==> src/rtl/audio_level_meter_pkg.sv <==
// audio_level_meter_pkg: peak FSM states and arithmetic helpers for the level meter
package audio_level_meter_pkg;
  typedef enum logic [1:0] {TRACK, HOLD, DECAY} peak_state_e;
  function automatic int clog2(input int n);
    int r;
    r = 0;
    for (int v = n - 1; v > 0; v >>= 1) r++;
    return r;
  endfunction
  function automatic int sat_abs(input int x, input int w);
    int m;
    m = (1 << (w - 1)) - 1;
    return (x < 0) ? ((-x > m) ? m : -x) : x;
  endfunction
  function automatic int ashr_sat(input int x, input int sh, input int w);
    return x >>> ((sh > w - 1) ? w - 1 : sh);
  endfunction
endpackage

==> src/rtl/audio_level_meter_if.sv <==
// audio_level_meter_if: multi-channel sample stream with valid/ready handshake
interface audio_level_meter_if #(parameter int DATA_W = 16, parameter int CHANNELS = 2);
  logic [CHANNELS*DATA_W-1:0] sample_in;
  logic sample_valid;
  logic sample_ready;
  modport master(output sample_in, output sample_valid, input sample_ready);
  modport slave(input sample_in, input sample_valid, output sample_ready);
endinterface

==> src/rtl/audio_level_meter_channel.sv <==
// meter_channel: per-channel magnitude, optional DC block (AUDIO_LEVEL_METER_DC_BLOCK_EN), peak hold/decay and clip
module meter_channel
  import audio_level_meter_pkg::*;
#(
  parameter int DATA_W      = 16,
  parameter int HOLD_CYCLES = 25000000,
  parameter int DECAY_DIV   = 65536,
  parameter int DECAY_SHIFT = 3,
  parameter int CLIP_LEVEL  = 32000
)(
  input  logic              clk,
  input  logic              rst,
  input  logic              pause,
  input  logic              clip_clr,
  input  logic              smp_valid,
  input  logic [DATA_W-1:0] smp,
  output logic [DATA_W-2:0] peak,
  output logic              clip
);
  localparam int MW = DATA_W - 1;
  localparam int MAXV = (1 << (DATA_W - 1)) - 1;
  logic [DATA_W-1:0] x_in;
  logic v_in;
`ifdef AUDIO_LEVEL_METER_DC_BLOCK_EN
  logic signed [DATA_W+7:0] avg_q, avg_d;
  logic signed [DATA_W+8:0] diff;
  logic [DATA_W-1:0] y_q, y_d;
  logic yv_q, yv_d;
  int y_i;
  // avg carries 8 fractional bits so the estimate converges to within one LSB
  always_comb begin
    diff = $signed({smp[DATA_W-1], smp, 8'b0}) - $signed({avg_q[DATA_W+7], avg_q});
    avg_d = (smp_valid && !pause) ? avg_q + (DATA_W+8)'(diff >>> 8) : avg_q;
    y_i = int'($signed(smp)) - int'(avg_q >>> 8);
    y_d = DATA_W'((y_i > MAXV) ? MAXV : (y_i < -MAXV - 1) ? -MAXV - 1 : y_i);
    yv_d = smp_valid;
  end
  always_ff @(posedge clk) begin
    if (rst) begin
      avg_q <= '0;
      y_q   <= '0;
      yv_q  <= 1'b0;
    end else begin
      avg_q <= avg_d;
      y_q   <= y_d;
      yv_q  <= yv_d;
    end
  end
  assign x_in = y_q;
  assign v_in = yv_q;
`else
  assign x_in = smp;
  assign v_in = smp_valid;
`endif
  peak_state_e state_q, state_d;
  logic [MW-1:0] peak_q, peak_d, mag, sh_v, step;
  logic [31:0] hold_q, hold_d, div_q, div_d;
  logic clip_q, clip_d;
  always_comb begin
    state_d = state_q;
    peak_d = peak_q;
    hold_d = hold_q;
    div_d = div_q;
    mag = MW'(sat_abs(int'($signed(x_in)), DATA_W));
    sh_v = peak_q >> DECAY_SHIFT;
    step = (sh_v == '0) ? MW'(1) : sh_v;
    clip_d = (!pause && v_in && int'(mag) >= CLIP_LEVEL) || (clip_q && !clip_clr);
    if (!pause) begin
      if (v_in && mag > peak_q) begin
        peak_d = mag;
        hold_d = 32'(HOLD_CYCLES - 1);
        state_d = HOLD;
      end else if (state_q == HOLD) begin
        state_d = (hold_q == 0) ? DECAY : HOLD;
        div_d = (hold_q == 0) ? 32'(DECAY_DIV - 1) : div_q;
        hold_d = (hold_q == 0) ? hold_q : hold_q - 1;
      end else if (state_q == DECAY) begin
        peak_d = (div_q == 0) ? peak_q - step : peak_q;
        state_d = (div_q == 0 && peak_q == step) ? TRACK : DECAY;
        div_d = (div_q == 0) ? 32'(DECAY_DIV - 1) : div_q - 1;
      end
    end
  end
  always_ff @(posedge clk) begin
    if (rst) begin
      state_q <= TRACK;
      peak_q  <= '0;
      hold_q  <= '0;
      div_q   <= '0;
      clip_q  <= 1'b0;
    end else begin
      state_q <= state_d;
      peak_q  <= peak_d;
      hold_q  <= hold_d;
      div_q   <= div_d;
      clip_q  <= clip_d;
    end
  end
  assign peak = peak_q;
  assign clip = clip_q;
endmodule

==> src/rtl/audio_level_meter.sv <==
// audio_level_meter: multi-channel scaler, peak meter and LED bar; DC block via AUDIO_LEVEL_METER_DC_BLOCK_EN
module audio_level_meter
  import audio_level_meter_pkg::*;
#(
  parameter int DATA_W      = 16,
  parameter int CHANNELS    = 2,
  parameter int SCALE_W     = 4,
  parameter int BAR_W       = 16,
  parameter int HOLD_CYCLES = 25000000,
  parameter int DECAY_DIV   = 65536,
  parameter int DECAY_SHIFT = 3,
  parameter int CLIP_LEVEL  = 32000,
  localparam int SEL_W      = (CHANNELS > 1) ? clog2(CHANNELS) : 1
)(
  input  logic                CLOCK_50,
  input  logic                reset,
  audio_level_meter_if.slave  s_if,
  input  logic                pause,
  input  logic [SCALE_W-1:0]  scale,
  input  logic [SEL_W-1:0]    chan_sel,
  input  logic                clip_clr,
  output logic [DATA_W-1:0]   scaled_out,
  output logic                scaled_valid,
  output logic [DATA_W-2:0]   peak_out,
  output logic [BAR_W-1:0]    level_bar,
  output logic [CHANNELS-1:0] clip
);
  localparam int BAR_SH = DATA_W - 1 - clog2(BAR_W);
  logic ready_q, ready_d, v1_q, v1_d, sv_q, sv_d, accept;
  logic [CHANNELS*DATA_W-1:0] smp_q, smp_d;
  logic [DATA_W-1:0] scaled_q, scaled_d;
  logic [SEL_W-1:0] sel;
  logic [DATA_W-2:0] peak [CHANNELS];
  always_comb begin
    accept = s_if.sample_valid && ready_q;
    sel = (int'(chan_sel) >= CHANNELS) ? '0 : chan_sel;
    ready_d = 1'b1;
    v1_d = accept;
    smp_d = accept ? s_if.sample_in : smp_q;
    sv_d = accept && !pause;
    scaled_d = sv_d ? DATA_W'(ashr_sat(int'($signed(s_if.sample_in[sel*DATA_W +: DATA_W])), int'(scale), DATA_W)) : scaled_q;
  end
  always_ff @(posedge CLOCK_50) begin
    if (reset) begin
      ready_q  <= 1'b0;
      v1_q     <= 1'b0;
      sv_q     <= 1'b0;
      smp_q    <= '0;
      scaled_q <= '0;
    end else begin
      ready_q  <= ready_d;
      v1_q     <= v1_d;
      sv_q     <= sv_d;
      smp_q    <= smp_d;
      scaled_q <= scaled_d;
    end
  end
  for (genvar c = 0; c < CHANNELS; c++) begin : g_ch
    meter_channel #(
      .DATA_W(DATA_W), .HOLD_CYCLES(HOLD_CYCLES), .DECAY_DIV(DECAY_DIV),
      .DECAY_SHIFT(DECAY_SHIFT), .CLIP_LEVEL(CLIP_LEVEL)
    ) u_ch (
      .clk(CLOCK_50), .rst(reset), .pause(pause), .clip_clr(clip_clr),
      .smp_valid(v1_q), .smp(smp_q[c*DATA_W +: DATA_W]), .peak(peak[c]), .clip(clip[c])
    );
  end
  always_comb begin
    level_bar = '0;
    for (int i = 0; i < BAR_W; i++) level_bar[i] = int'(peak_out) > (i << BAR_SH);
  end
  assign peak_out = peak[sel];
  assign s_if.sample_ready = ready_q;
  assign scaled_out = scaled_q;
  assign scaled_valid = sv_q;
endmodule

==> src/flat_wrapper.sv <==
// flat-port wrapper written by rule: the top's interface ports become plain ports
module audio_level_meter_flat import audio_level_meter_pkg::*;
#(
  parameter int DATA_W      = 16,
  parameter int CHANNELS    = 2,
  parameter int SCALE_W     = 4,
  parameter int BAR_W       = 16,
  parameter int HOLD_CYCLES = 25000000,
  parameter int DECAY_DIV   = 65536,
  parameter int DECAY_SHIFT = 3,
  parameter int CLIP_LEVEL  = 32000,
  localparam int SEL_W      = (CHANNELS > 1) ? clog2(CHANNELS) : 1
)
  (CLOCK_50, reset, pause, scale, chan_sel, clip_clr, scaled_out, scaled_valid, peak_out, level_bar, clip, s_if_sample_in, s_if_sample_valid, s_if_sample_ready);
  audio_level_meter_if #(.DATA_W(DATA_W), .CHANNELS(CHANNELS)) s_if_i ();
  input  logic CLOCK_50;
  input  logic reset;
  input  logic pause;
  input  logic [SCALE_W-1:0] scale;
  input  logic [SEL_W-1:0] chan_sel;
  input  logic clip_clr;
  output logic [DATA_W-1:0] scaled_out;
  output logic scaled_valid;
  output logic [DATA_W-2:0] peak_out;
  output logic [BAR_W-1:0] level_bar;
  output logic [CHANNELS-1:0] clip;
  input wire logic [$bits(s_if_i.sample_in)-1:0] s_if_sample_in;
  input wire logic [$bits(s_if_i.sample_valid)-1:0] s_if_sample_valid;
  output wire logic [$bits(s_if_i.sample_ready)-1:0] s_if_sample_ready;
  assign s_if_i.sample_in = s_if_sample_in;
  assign s_if_i.sample_valid = s_if_sample_valid;
  assign s_if_sample_ready = s_if_i.sample_ready;
  audio_level_meter #(.DATA_W(DATA_W), .CHANNELS(CHANNELS), .SCALE_W(SCALE_W), .BAR_W(BAR_W), .HOLD_CYCLES(HOLD_CYCLES), .DECAY_DIV(DECAY_DIV), .DECAY_SHIFT(DECAY_SHIFT), .CLIP_LEVEL(CLIP_LEVEL)) u_core (.CLOCK_50(CLOCK_50), .reset(reset), .s_if(s_if_i), .pause(pause), .scale(scale), .chan_sel(chan_sel), .clip_clr(clip_clr), .scaled_out(scaled_out), .scaled_valid(scaled_valid), .peak_out(peak_out), .level_bar(level_bar), .clip(clip));
endmodule
==> config.mk <==
export PLATFORM = sky130hd
export DESIGN_NAME = audio_level_meter_flat
export DESIGN_NICKNAME = d
export VERILOG_FILES = /design/src/rtl/audio_level_meter_pkg.sv /design/src/rtl/audio_level_meter_if.sv /design/src/rtl/audio_level_meter_channel.sv /design/src/rtl/audio_level_meter.sv /design/src/flat_wrapper.sv
export SDC_FILE = /design/constraint.sdc
export NUM_CORES = 1
export LEC_CHECK = 0
export CAP_MARGIN = 20
export CORE_UTILIZATION = 65
export CTS_CLUSTER_DIAMETER = 60
export DETAILED_ROUTE_END_ITERATION = 10
export PLACE_DENSITY = 0.95
export REMOVE_ABC_BUFFERS = 1
export SETUP_SLACK_MARGIN = 0.4
export SYNTH_ARGS = -nofsm -noshare
export SYNTH_HDL_FRONTEND = slang
export SYNTH_SLANG_ARGS = --single-unit
==> constraint.sdc <==
create_clock -name CLOCK_50 -period 7.67 [get_ports CLOCK_50]
set_input_delay 1.534 -clock CLOCK_50 [delete_from_list [all_inputs] [get_ports CLOCK_50]]
set_output_delay 1.534 -clock CLOCK_50 [all_outputs]
set_load 0.02 [all_outputs]
[Word level (Yosys, flattened, before mapping)]
Index checks and enable logic that the tools add are counted.
Storage, ports and cells
  flip-flop bits (word level): 215
  bits of input ports: 42
  output and inout port bits: 51
  word-level logic and storage cells: 147
Operators by class
  add/sub/neg operators: 8
  magnitude comparators: 25
  equality and inequality tests: 12
  shift-type cells: 2
  multiplexer cells: 42
  bitwise logic cells: 4
  reductions and logical operators: 39
Operator list (count)
  2-to-1 mux 32 bit: 14
  2-to-1 mux 15 bit: 15
  logical NOT 32 bit: 4
  subtractor 32 x 1 -> 32 bit (second input constant): 4
  > comparator 15 bit (second input constant): 8
  > comparator 32 x 16 -> 1 bit (second input constant): 2
  negation 16 -> 32 bit: 2
  > comparator 15 x 14 -> 1 bit (second input constant): 4
  < comparator 16 x 1 -> 1 bit (second input constant): 2
  variable part select 32 x 6 -> 16 bit: 1
  == test 15 x 12 -> 1 bit: 2
  >= comparator 15 bit (second input constant): 2
  > comparator 15 x 13 -> 1 bit (second input constant): 2
  > comparator 15 bit: 2
  logical NOT 15 bit: 2
  subtractor 15 x 12 -> 15 bit: 2
  2-to-1 mux 12 bit: 2
  2-to-1 mux 2 bit: 10
  AND reduction 4 bit: 4
  nonzero test 2 bit: 8
  >>> shifter 16 x 4 -> 16 bit: 1
  > comparator 15 x 1 -> 1 bit (second input constant): 1
  > comparator 15 x 12 -> 1 bit (second input constant): 1
  logical AND 1 bit: 11
  13 further kinds: 26

[Depth between registers and ports, before layout]
Gate-level depths: netlist (run 1).
  depth in word-level cells: 8
  depth in mapped cells: 22
  mapped depth without buffers: 18

[Hierarchy]
Synthesis (run 1) repeated with hierarchy kept, for this count alone.
Unflattened totals
  cells, all modules: 1898
  area total of the unflattened synthesis: 15055.7 um^2
By module, submodules not included
  meter_channel: times used 2, cells each 763, area an instance 5869.4 um^2, seq. area each 1641.6 um^2
  audio_level_meter: times used 1, cells each 372, area an instance 3316.9 um^2, seq. area each 1021.0 um^2

[Worst setup path after synthesis (run 1)]
No wires, ideal clock.
  path type: in2out
  start: in chan_sel
  end: out level_bar[7]
  data arrival time: 3.783 ns
  data required time: 6.136 ns
  slack: 2.353 ns
  stages on the path: 9
  buffers on the path: 3
  path through: clkbuf_1 > clkbuf_1 > buf_1 > nand2_1 > o21ai_0 > nor4_1 > nor2_1 > nand2_1 > o21ai_0
On the way
  longest elaborated chain between the ends: 5
RTL lines
  from (decl): RTL line flat_wrapper.sv:20  | input logic [SEL_W-1:0] chan_sel;
  NOT 1 -> 2 bit (implied by the code): RTL line audio_level_meter.sv:71  | assign peak_out = peak[sel];
  2-to-1 mux 15 bit (implied by the code) (3 in series): RTL line audio_level_meter.sv:71
  net peak_out[3]: RTL line flat_wrapper.sv:24  | output logic [DATA_W-2:0] peak_out;
  > comparator 15 x 14 -> 1 bit: RTL line audio_level_meter.sv:69  | for (int i = 0; i < BAR_W; i++) level_bar[i] = int'(peak_out) > (i << BAR_SH);
  to (decl): RTL line flat_wrapper.sv:25  | output logic [BAR_W-1:0] level_bar;
The timed path passes the listed nets, and every way through them passes these cells. The select of a mux whose other input is x is not followed.

[Final worst setup path (run 1)]
  start: in chan_sel
  end: out level_bar[4]
On the way
  longest elaborated chain between the ends: 5
RTL lines (RTL line)
  NOT 1 -> 2 bit (implied by the code): audio_level_meter.sv:71
  2-to-1 mux 15 bit (implied by the code) (3 in series): audio_level_meter.sv:71
  > comparator 15 x 14 -> 1 bit: audio_level_meter.sv:69
No other way between the ends. The select of a mux whose other input is x is not followed.

==> results of run 1 <==
## placed cells by master (no fill, tap or decap), types with 20 or more instances in the layout
| cell | Yosys | layout |
|---|---|---|
| dfxtp_1 | 215 | 215 |
| nor2_1 | 198 | 198 |
| nand2_1 | 187 | 187 |
| a21oi_1 | 162 | 162 |
| inv_1 | 94 | 94 |
| o21ai_0 | 91 | 90 |
| clkdlybuf4s50_1 | 0 | 90 |
| ha_1 | 68 | 68 |
| xnor2_1 | 59 | 59 |
| nor4_1 | 54 | 54 |
| nor3_1 | 46 | 46 |
| a211oi_1 | 45 | 45 |
| nand3_1 | 42 | 42 |
| or3_1 | 42 | 42 |
| a311oi_1 | 37 | 37 |
| nand4_1 | 33 | 33 |
| or4_1 | 30 | 30 |
| clkbuf_16 | 0 | 26 |
| mux2i_1 | 22 | 22 |
| a31oi_1 | 21 | 20 |
## metal layers
layer / share of wire [%] / track usage (%)
met4: 4.7 / 17.47
met2: 46 / 58.77
met1: 39 / 47.54
met5: 0 / 0
met3: 9.6 / 4.451
## worst paths after layout
| check | startpoint | end | slack [ns] | depth (start not counted) |
|---|---|---|---|---|
| worst min register to register | u_core.g_ch[1].u_ch.clip$_SDFF_PP0_ | u_core.g_ch[1].u_ch.clip$_SDFF_PP0_ | 0.45 | 2 |
| worst min-delay path | u_core.g_ch[1].u_ch.clip$_SDFF_PP0_ | u_core.g_ch[1].u_ch.clip$_SDFF_PP0_ | 0.45 | 2 |
| worst max register to register | u_core.smp_q[0]$_SDFFE_PP0P_ | u_core.g_ch[0].u_ch.div_q[19]$_SDFFE_PP0P_ | 1.13 | 16 |
| worst max-delay path | chan_sel | level_bar[4] | 1.11 | 9 |
## registers in the layout, indices dropped and copies added (netlist names), 2 cells and up
name and flops:
u_core.g_ch.u_ch.div_q 64, u_core.smp_q 32, u_core.g_ch.u_ch.state_q 4, u_core.scaled_out 16, u_core.g_ch.u_ch.clip 2, u_core.g_ch.u_ch.hold_q 64, u_core.g_ch.u_ch.peak 30
## through the flow
| step | TNS, ns | power (mW) | hold slack [ns] | worst slack (ns) | area, µm² |
|---|---|---|---|---|---|
| after detailed placement | 0 | 4.957 | 0.4377 | 1.219 | 15180 |
| after floorplan | -48.19 | 4.023 | 0.4389 | -1.395 | 13750 |
| after CTS | 0 | 6.285 | 0.4461 | 1.196 | 16050 |
| after global routing | 0 | 6.787 | 0.4764 | 0.8055 | 16080 |
| after global placement | 0 | 4.807 | 0.4320 | 1.253 | 15180 |
| final | 0 | 6.398 | 0.4466 | 1.112 | 16080 |
## layout make-up
| class | instances | share of cell area [%] |
|---|---|---|
| Tap cell | 275 | 2.140 |
| Clock inverter | 13 | 1.245 |
| Multi-Input combinational cell | 1418 | 56.77 |
| Clock buffer | 31 | 4.164 |
| Sequential cell | 215 | 26.77 |
| Inverter | 97 | 2.265 |
| Timing Repair Buffer | 110 | 6.646 |
## worst max-delay path, delay by kind of cell
kind	cells	cell delay, ns
simple gates	5	1.36
mux	1	0.43
compound gates	1	0.12
buf+inv	2	1.58
## cells in the mapped netlist, drive strengths merged, types with 4 or more instances
master	number	area (µm²)
xnor2	59	516.8
mux4	15	337.8
or2	20	125.1
nor4b	4	35.03
o211ai	12	90.09
nor2	198	743.2
o32ai	4	35.03
or3	42	262.8
o22ai	6	37.54
a21oi	162	810.8
and3	9	56.30
a21o	12	90.09
o31ai	20	150.1
xor2	18	157.7
a211oi	45	337.8
a211o	6	52.55
nor4	55	350.3
and2	5	31.28
clkbuf	89	334.1
nand2	187	701.9
o21a	18	135.1
o2111ai	4	35.03
nand3	42	210.2
nor3	46	230.2
o21ai	94	470.5
a2111oi	17	148.9
nor2b	7	43.79
a311oi	37	324.1
o41ai	9	78.83
or4	31	236.5
mux2i	22	220.2
nand4	33	206.5
mux2	19	214.0
a31oi	21	131.4
nand4b	9	78.83
inv	95	356.6
dfxtp	215	4304
nand2b	16	100.1
buf	22	102.6
ha	68	850.8
## power by group
part	internal, mW	switching [mW]
Clock	0.763	0.516
Sequential	1.29	0.215
Combinational	1.40	2.22
Total	3.45	2.95
## cell families (layout without fill, tap and decap cells)
logic type      after synthesis  in the layout
mux                          56             56
flops                       215            215
simple gates                716            716
compound gates              499            499
buf+inv                     208            251
xor+xnor                     77             77
fa+ha+maj                    70             70
==> reports/metrics.cfg, run 1 <==
[clocking]
cts_hold_buffers = 0
clkSlewWorstSetupHoldPaths_ns = 0.06
cts_sinks = 215
cts_resized = 0
cts_setup_buffers = 0
clockBufferDepth = 3
tritoncts = done
cts_made_buffers = 26
htree_levels = 1
clock-root-buffer = clkbuf_16
clock_latency_ns = 0.55

[route]
drtIter0Drc = 1412
routed_wl_um = 41340
viasPerCell = 6.861
drt_first_pass_iters = 6
drc = 0
vias = 14810
detail-route-antenna-nets = 0
wl_per_cell_um = 19.15

[sta]
drv_slew = 0
finalCritPeriodShare_pct = 85.50
rsz0062_at_grt = no
finalHoldViolCount = 0
fin_skew_ns = 0.009144
tightestPinTransition_ns = 1.088
period_needed_ns = 6.558
setup_viol = 0
max_freq_ghz = 0.1525
slew-limit-headroom_pct = 27.20

[cells_and_area]
seqCellArea_um2 = 4304
fillers = 1458
drive_above_1_share_pct = 6.794
antenna_cells = 0
instances_no_fill = 2159
area_delta_synth_final_pct = 13.31
multi_input_area_um2 = 9126
post-route-util_pct = 75.76
finalNetCount = 1980

[worst_setup_path]
path_class = in2out
cpMaxStageDelayCell = clkdlybuf4s50_1
path_cells = clkdlybuf4s50_1, mux2_2, nor4_1, nand2_1, nor4_1, nand2_1, nor2_1, o21ai_0, clkdlybuf4s50_1
required_ns = 6.14
startpoint_type = input pin
worst_ep_arrival_time_ns = 5.02
worstSetupEndpointType = output port
critPathMaxFanout = 20
slowest_delay_ns = 0.99

[synthesis]
postSynth.asyncResetShare_pct = 0
yosys_warnings = 0
synthFlopType = dfxtp_1
muxShareOfSynthArea_pct = 5.441
synthXorXnorAreaFrac_pct = 4.753
synth_fa_ha_area_share_pct = 6.279
synth_top_family_by_area = simple AND/OR/NAND/NOR gates
synthSimpleGateAreaFrac_pct = 24.76
synth-seq-cells = 215
yosysSeqAreaShare_pct = 30.34
syn_area_um2 = 14190
synth_compound_area_share_pct = 22.79
synth_enable_flop_cells = 0
synth.avg_cell_area_um2 = 7.707
synth_cell_types = 74
syn-instance-count = 1841

[grt]
grt_overflow_total = 0
antenna_found_initial = 1
grtUsageTotal_pct = 36.18
grt_pass1_wl_um = 66500
grt_max_degree = 89
grt_pass1_vias = 13550

[run]
maxCapViolations = 0

[place]
place_congestion = 0.9757
placed_cells = 2114
port-buffer-count = 92
hpwl_um = 27980

[hold_path]
hp-class = reg2reg

[status]
outcome = completed

[power_and_ir_drop]
p_leak_nw = 5.986
powerDensity_nw_per_um2 = 398.0
peakVddDrop_v = 0.0002666

[floorplan]
dieHeight_um = 149.7
fp.dieW_um = 149.7
die-area_um2 = 22420
core_area_um2 = 21220
start_util_pct = 66.86
ios = 93
rows = 53

Power figures use the tool's default switching activity.
==> run 2, diff against run 1 <==
--- a/config.mk
+++ b/config.mk
@@ -6,10 +6,10 @@
 export NUM_CORES = 1
 export LEC_CHECK = 0
 export CAP_MARGIN = 20
-export CORE_UTILIZATION = 65
+export CORE_UTILIZATION = 55
 export CTS_CLUSTER_DIAMETER = 60
 export DETAILED_ROUTE_END_ITERATION = 10
-export PLACE_DENSITY = 0.95
+export PLACE_DENSITY = 0.9
 export REMOVE_ABC_BUFFERS = 1
 export SETUP_SLACK_MARGIN = 0.4
 export SYNTH_ARGS = -nofsm -noshare
==> constraint.sdc (replaced) <==
create_clock -name CLOCK_50 -period 5.4 [get_ports CLOCK_50]
set_input_delay 1.08 -clock CLOCK_50 [delete_from_list [all_inputs] [get_ports CLOCK_50]]
set_output_delay 1.08 -clock CLOCK_50 [all_outputs]
set_load 0.02 [all_outputs]
==> run 2 against run 1 <==
Against the previous run:
- utilization shrank 8.5 points
- total power grew 45%
- flip-flop and latch count unchanged
- critical path depth up 2
- sequential share of layout area down 1.4 points
- non-clock buffer count up 48
==> reports/metrics.cfg, run 2 (synthesis results as in run 1) <==
[power_and_ir_drop]
comb_power_share_pct = 58.3  ; +1.9 points
power_mw = 9.306  ; +45%
clkPwrFrac_pct = 18.6  ; -1.4 points
internal_power_mw = 4.978  ; +44%
peakVddDrop_v = 0.0005178  ; +94%
netSwitchingPower_mw = 4.328  ; +47%
power_switching_share_pct = 46.51  ; +0.47 points
p_seq_share_pct = 23.1  ; -0.5 points
powerDensity_nw_per_um2 = 548.2  ; +38%
p_leak_nw = 6.512  ; +8.8%

[sta]
max_freq_ghz = 0.2020
finalCritPeriodShare_pct = 91.67
rsz0062_at_grt = yes
fin_skew_ns = 0.03206  ; +0.02291 ns
slew-limit-headroom_pct = 27.40  ; +0.20 points
tightestPinTransition_ns = 1.089  ; +0.001041 ns
drv_slew = 0  ; unchanged
finalHoldViolCount = 0  ; unchanged
setup_ws_ns = 0.4500  ; -0.6620 ns
setup_viol = 0  ; unchanged
period_needed_ns = 4.950

[clocking]
clock_latency_ns = 0.55  ; about the same
tritoncts = done
clkSlewWorstSetupHoldPaths_ns = 0.06  ; about the same
clock-root-buffer = clkbuf_16
cts_made_buffers = 25  ; -3.8%
clockBufferDepth = 3  ; unchanged
htree_levels = 1  ; unchanged
cts_sinks = 215  ; unchanged

[status]
outcome = completed

[route]
drtIter0Drc = 1713  ; +21%
highest_layer = met4
drt_first_pass_iters = 7  ; +1
met2WireLength_um = 20790  ; +8.4%
detail-route-antenna-nets = 0  ; unchanged
wl_met3_um = 4056  ; +2.6%
drc = 0  ; unchanged
viasPerCell = 6.719  ; -2.1%
wl_met1_um = 17540  ; +8.0%
vias = 15200  ; +2.6%
wl_per_cell_um = 19.71  ; +2.9%
routed_wl_um = 44600  ; +7.9%

[floorplan]
ios = 93  ; unchanged
rows = 58  ; +9.4%
dieHeight_um = 162.6  ; +8.6%
start_util_pct = 56.18  ; -11 points
die-area_um2 = 26440  ; +18%
core_area_um2 = 25250  ; +19%
fp.dieW_um = 162.6  ; +8.6%

[worst_setup_path]
required_ns = 4.32  ; -1.82 ns
worstSetupEndpointType = output port
crit_path_frequent_cell = nand2_1
critPathTopFamily = buffers and inverters
path_cells = clkdlybuf4s50_1, buf_6, mux2_2, nor4_1, nand2_1, nor4_4, buf_4, nand2_1, nand2_1, nor2_1, clkdlybuf4s50_1
critPathMaxFanout = 20  ; unchanged
slowest_delay_ns = 0.53  ; -0.46 ns
reg2reg_to = u_core.g_ch[1].u_ch.div_q[18]$_SDFFE_PP0P_
timing.rr.start = u_core.smp_q[26]$_SDFFE_PP0P_
rr_worst_depth = 18  ; +2
reg2reg_slack_ns = 0.46  ; -0.67 ns
startpoint_type = input pin
cp_num_buf_inv = 4  ; +2
cpMaxStageDelayCell = clkdlybuf4s50_1
worst_ep_arrival_time_ns = 3.87  ; -1.15 ns
path_class = in2out

[cells_and_area]
fillers = 1927  ; +32%
seqCellArea_um2 = 4313  ; +0.20%
reg_top3 = u_core.g_ch.u_ch.div_q: 64 flops, u_core.g_ch.u_ch.hold_q: 64 flops, u_core.smp_q: 32 flops
area_delta_synth_final_pct = 19.64
final_common_cell = dfxtp_1
drive_above_1_share_pct = 11.90  ; +5.1 points
antenna_cells = 0  ; unchanged
multi_input_area_um2 = 9497  ; +4.1%
finalNetCount = 2028  ; +2.4%
finalInstanceArea_um2 = 16980  ; +5.6%
final_cell_mix = dfxtp_1, nor2_1, nand2_1, a21oi_1, inv_1

[hold_path]
hold_start = u_core.g_ch[1].u_ch.clip$_SDFF_PP0_
hp-class = reg2reg
holdPathStages = 2  ; unchanged
worst_hold_path.endpoint = u_core.g_ch[1].u_ch.clip$_SDFF_PP0_

[place]
placedInstanceArea_um2 = 15440  ; +1.7%
pre_cts_ws_ns = 0.08820  ; -1.131 ns
port-buffer-count = 92  ; unchanged
hpwl_um = 29510  ; +5.5%
place_congestion = 1.010  ; +3.5%

[grt]
grt_max_degree = 57  ; -36%
antenna_found_initial = 0  ; -1
grtUsageTotal_pct = 31.28  ; -4.9 points
grt_overflow_total = 0  ; unchanged
grt_pass1_wl_um = 68530  ; +3.0%
grt_pass1_vias = 13750  ; +1.5%

[run]
maxCapViolations = 0  ; unchanged

-- run 2: stage by stage --
stage	std cells	setup TNS (ns)	hold WS, ns	util, %
after global placement	2193	0	0.4309	61.14
after detailed placement	2193	0	0.4582	61.14
final	2263	0	0.4512	67.22
after CTS	2241	0	0.4657	64.93
after global routing	2263	0	0.4731	67.22
after floorplan	1730	-291.38	0.4389	-
-- run 2: layout make-up --
cell class,count,share of cell area [%]
repair buffers,158,9.177
clock inverters,11,0.8550
inverters,97,2.145
clock buffers,33,4.039
flip-flops and latches,215,25.41
well taps,330,2.432
multi-input cells,1419,55.94
-- run 2: worst max-delay path by stage --
stage                                                        to  slack, ns  depth (start not counted)                     startpoint
CTS                  u_core.g_ch[1].u_ch.hold_q[8]$_SDFFE_PP0P_       0.37                         18  u_core.smp_q[18]$_SDFFE_PP0P_
global placement                                   level_bar[4]       0.18                         11                       chan_sel
global route        u_core.g_ch[0].u_ch.hold_q[20]$_SDFFE_PP0P_       0.24                         17   u_core.smp_q[3]$_SDFFE_PP0P_
detailed placement  u_core.g_ch[1].u_ch.hold_q[13]$_SDFFE_PP0P_       0.09                         19  u_core.smp_q[23]$_SDFFE_PP0P_
finish                                            level_bar[14]       0.45                         11                       chan_sel
floorplan             u_core.g_ch[1].u_ch.peak[10]$_SDFFE_PP0P_      -3.66                         17  u_core.smp_q[18]$_SDFFE_PP0P_
-- run 2: power groups by stage --
stage / combinational, mW / clock (mW) / sequential [mW]
2_1_floorplan: 3.64 / 0 / 2.08
3_3_place_gp: 4.78 / 0 / 2.14
3_5_place_dp: 4.95 / 0 / 2.15
4_1_cts: 5.05 / 1.73 / 2.13
5_1_grt: 5.91 / 1.81 / 2.18
6_report: 5.42 / 1.73 / 2.15
-- run 2: worst reg2reg max path, cell delays in order (launching register included) --
cell and delay (ns):
dfxtp_4 0.36, nor4_4 0.32, nand4_1 0.22, or2_4 0.28, or3_4 0.34, ha_4 0.31
nor2_4 0.07, or3_1 0.35, a21oi_1 0.19, a31oi_1 0.10, ha_1 0.36, nand4_1 0.15
a211o_1 0.15, a31oi_4 0.07, o31ai_4 0.65, buf_12 0.19, nand4_1 0.13, or4_1 0.52
a21oi_1 0.12
-- run 2: timing repair --
item / 4_1_cts / 5_1_grt
endpoints found under the setup margin: 157 / 172
gates resized for setup: 22 / 91
setup buffers: 3 / 15
hold buffers: 0 / 0
pin swaps: 3 / 27
cloned: 1 / 6
-- run 2: per-layer routing --
| layer | track usage (%) | vias to the layer above |
|---|---|---|
| met4 | 13.76 | 0 |
| met2 | 51.75 | 885 |
| li1 | - | 6947 |
| met3 | 4.584 | 198 |
| met5 | 0 | - |
| met1 | 40.40 | 7174 |
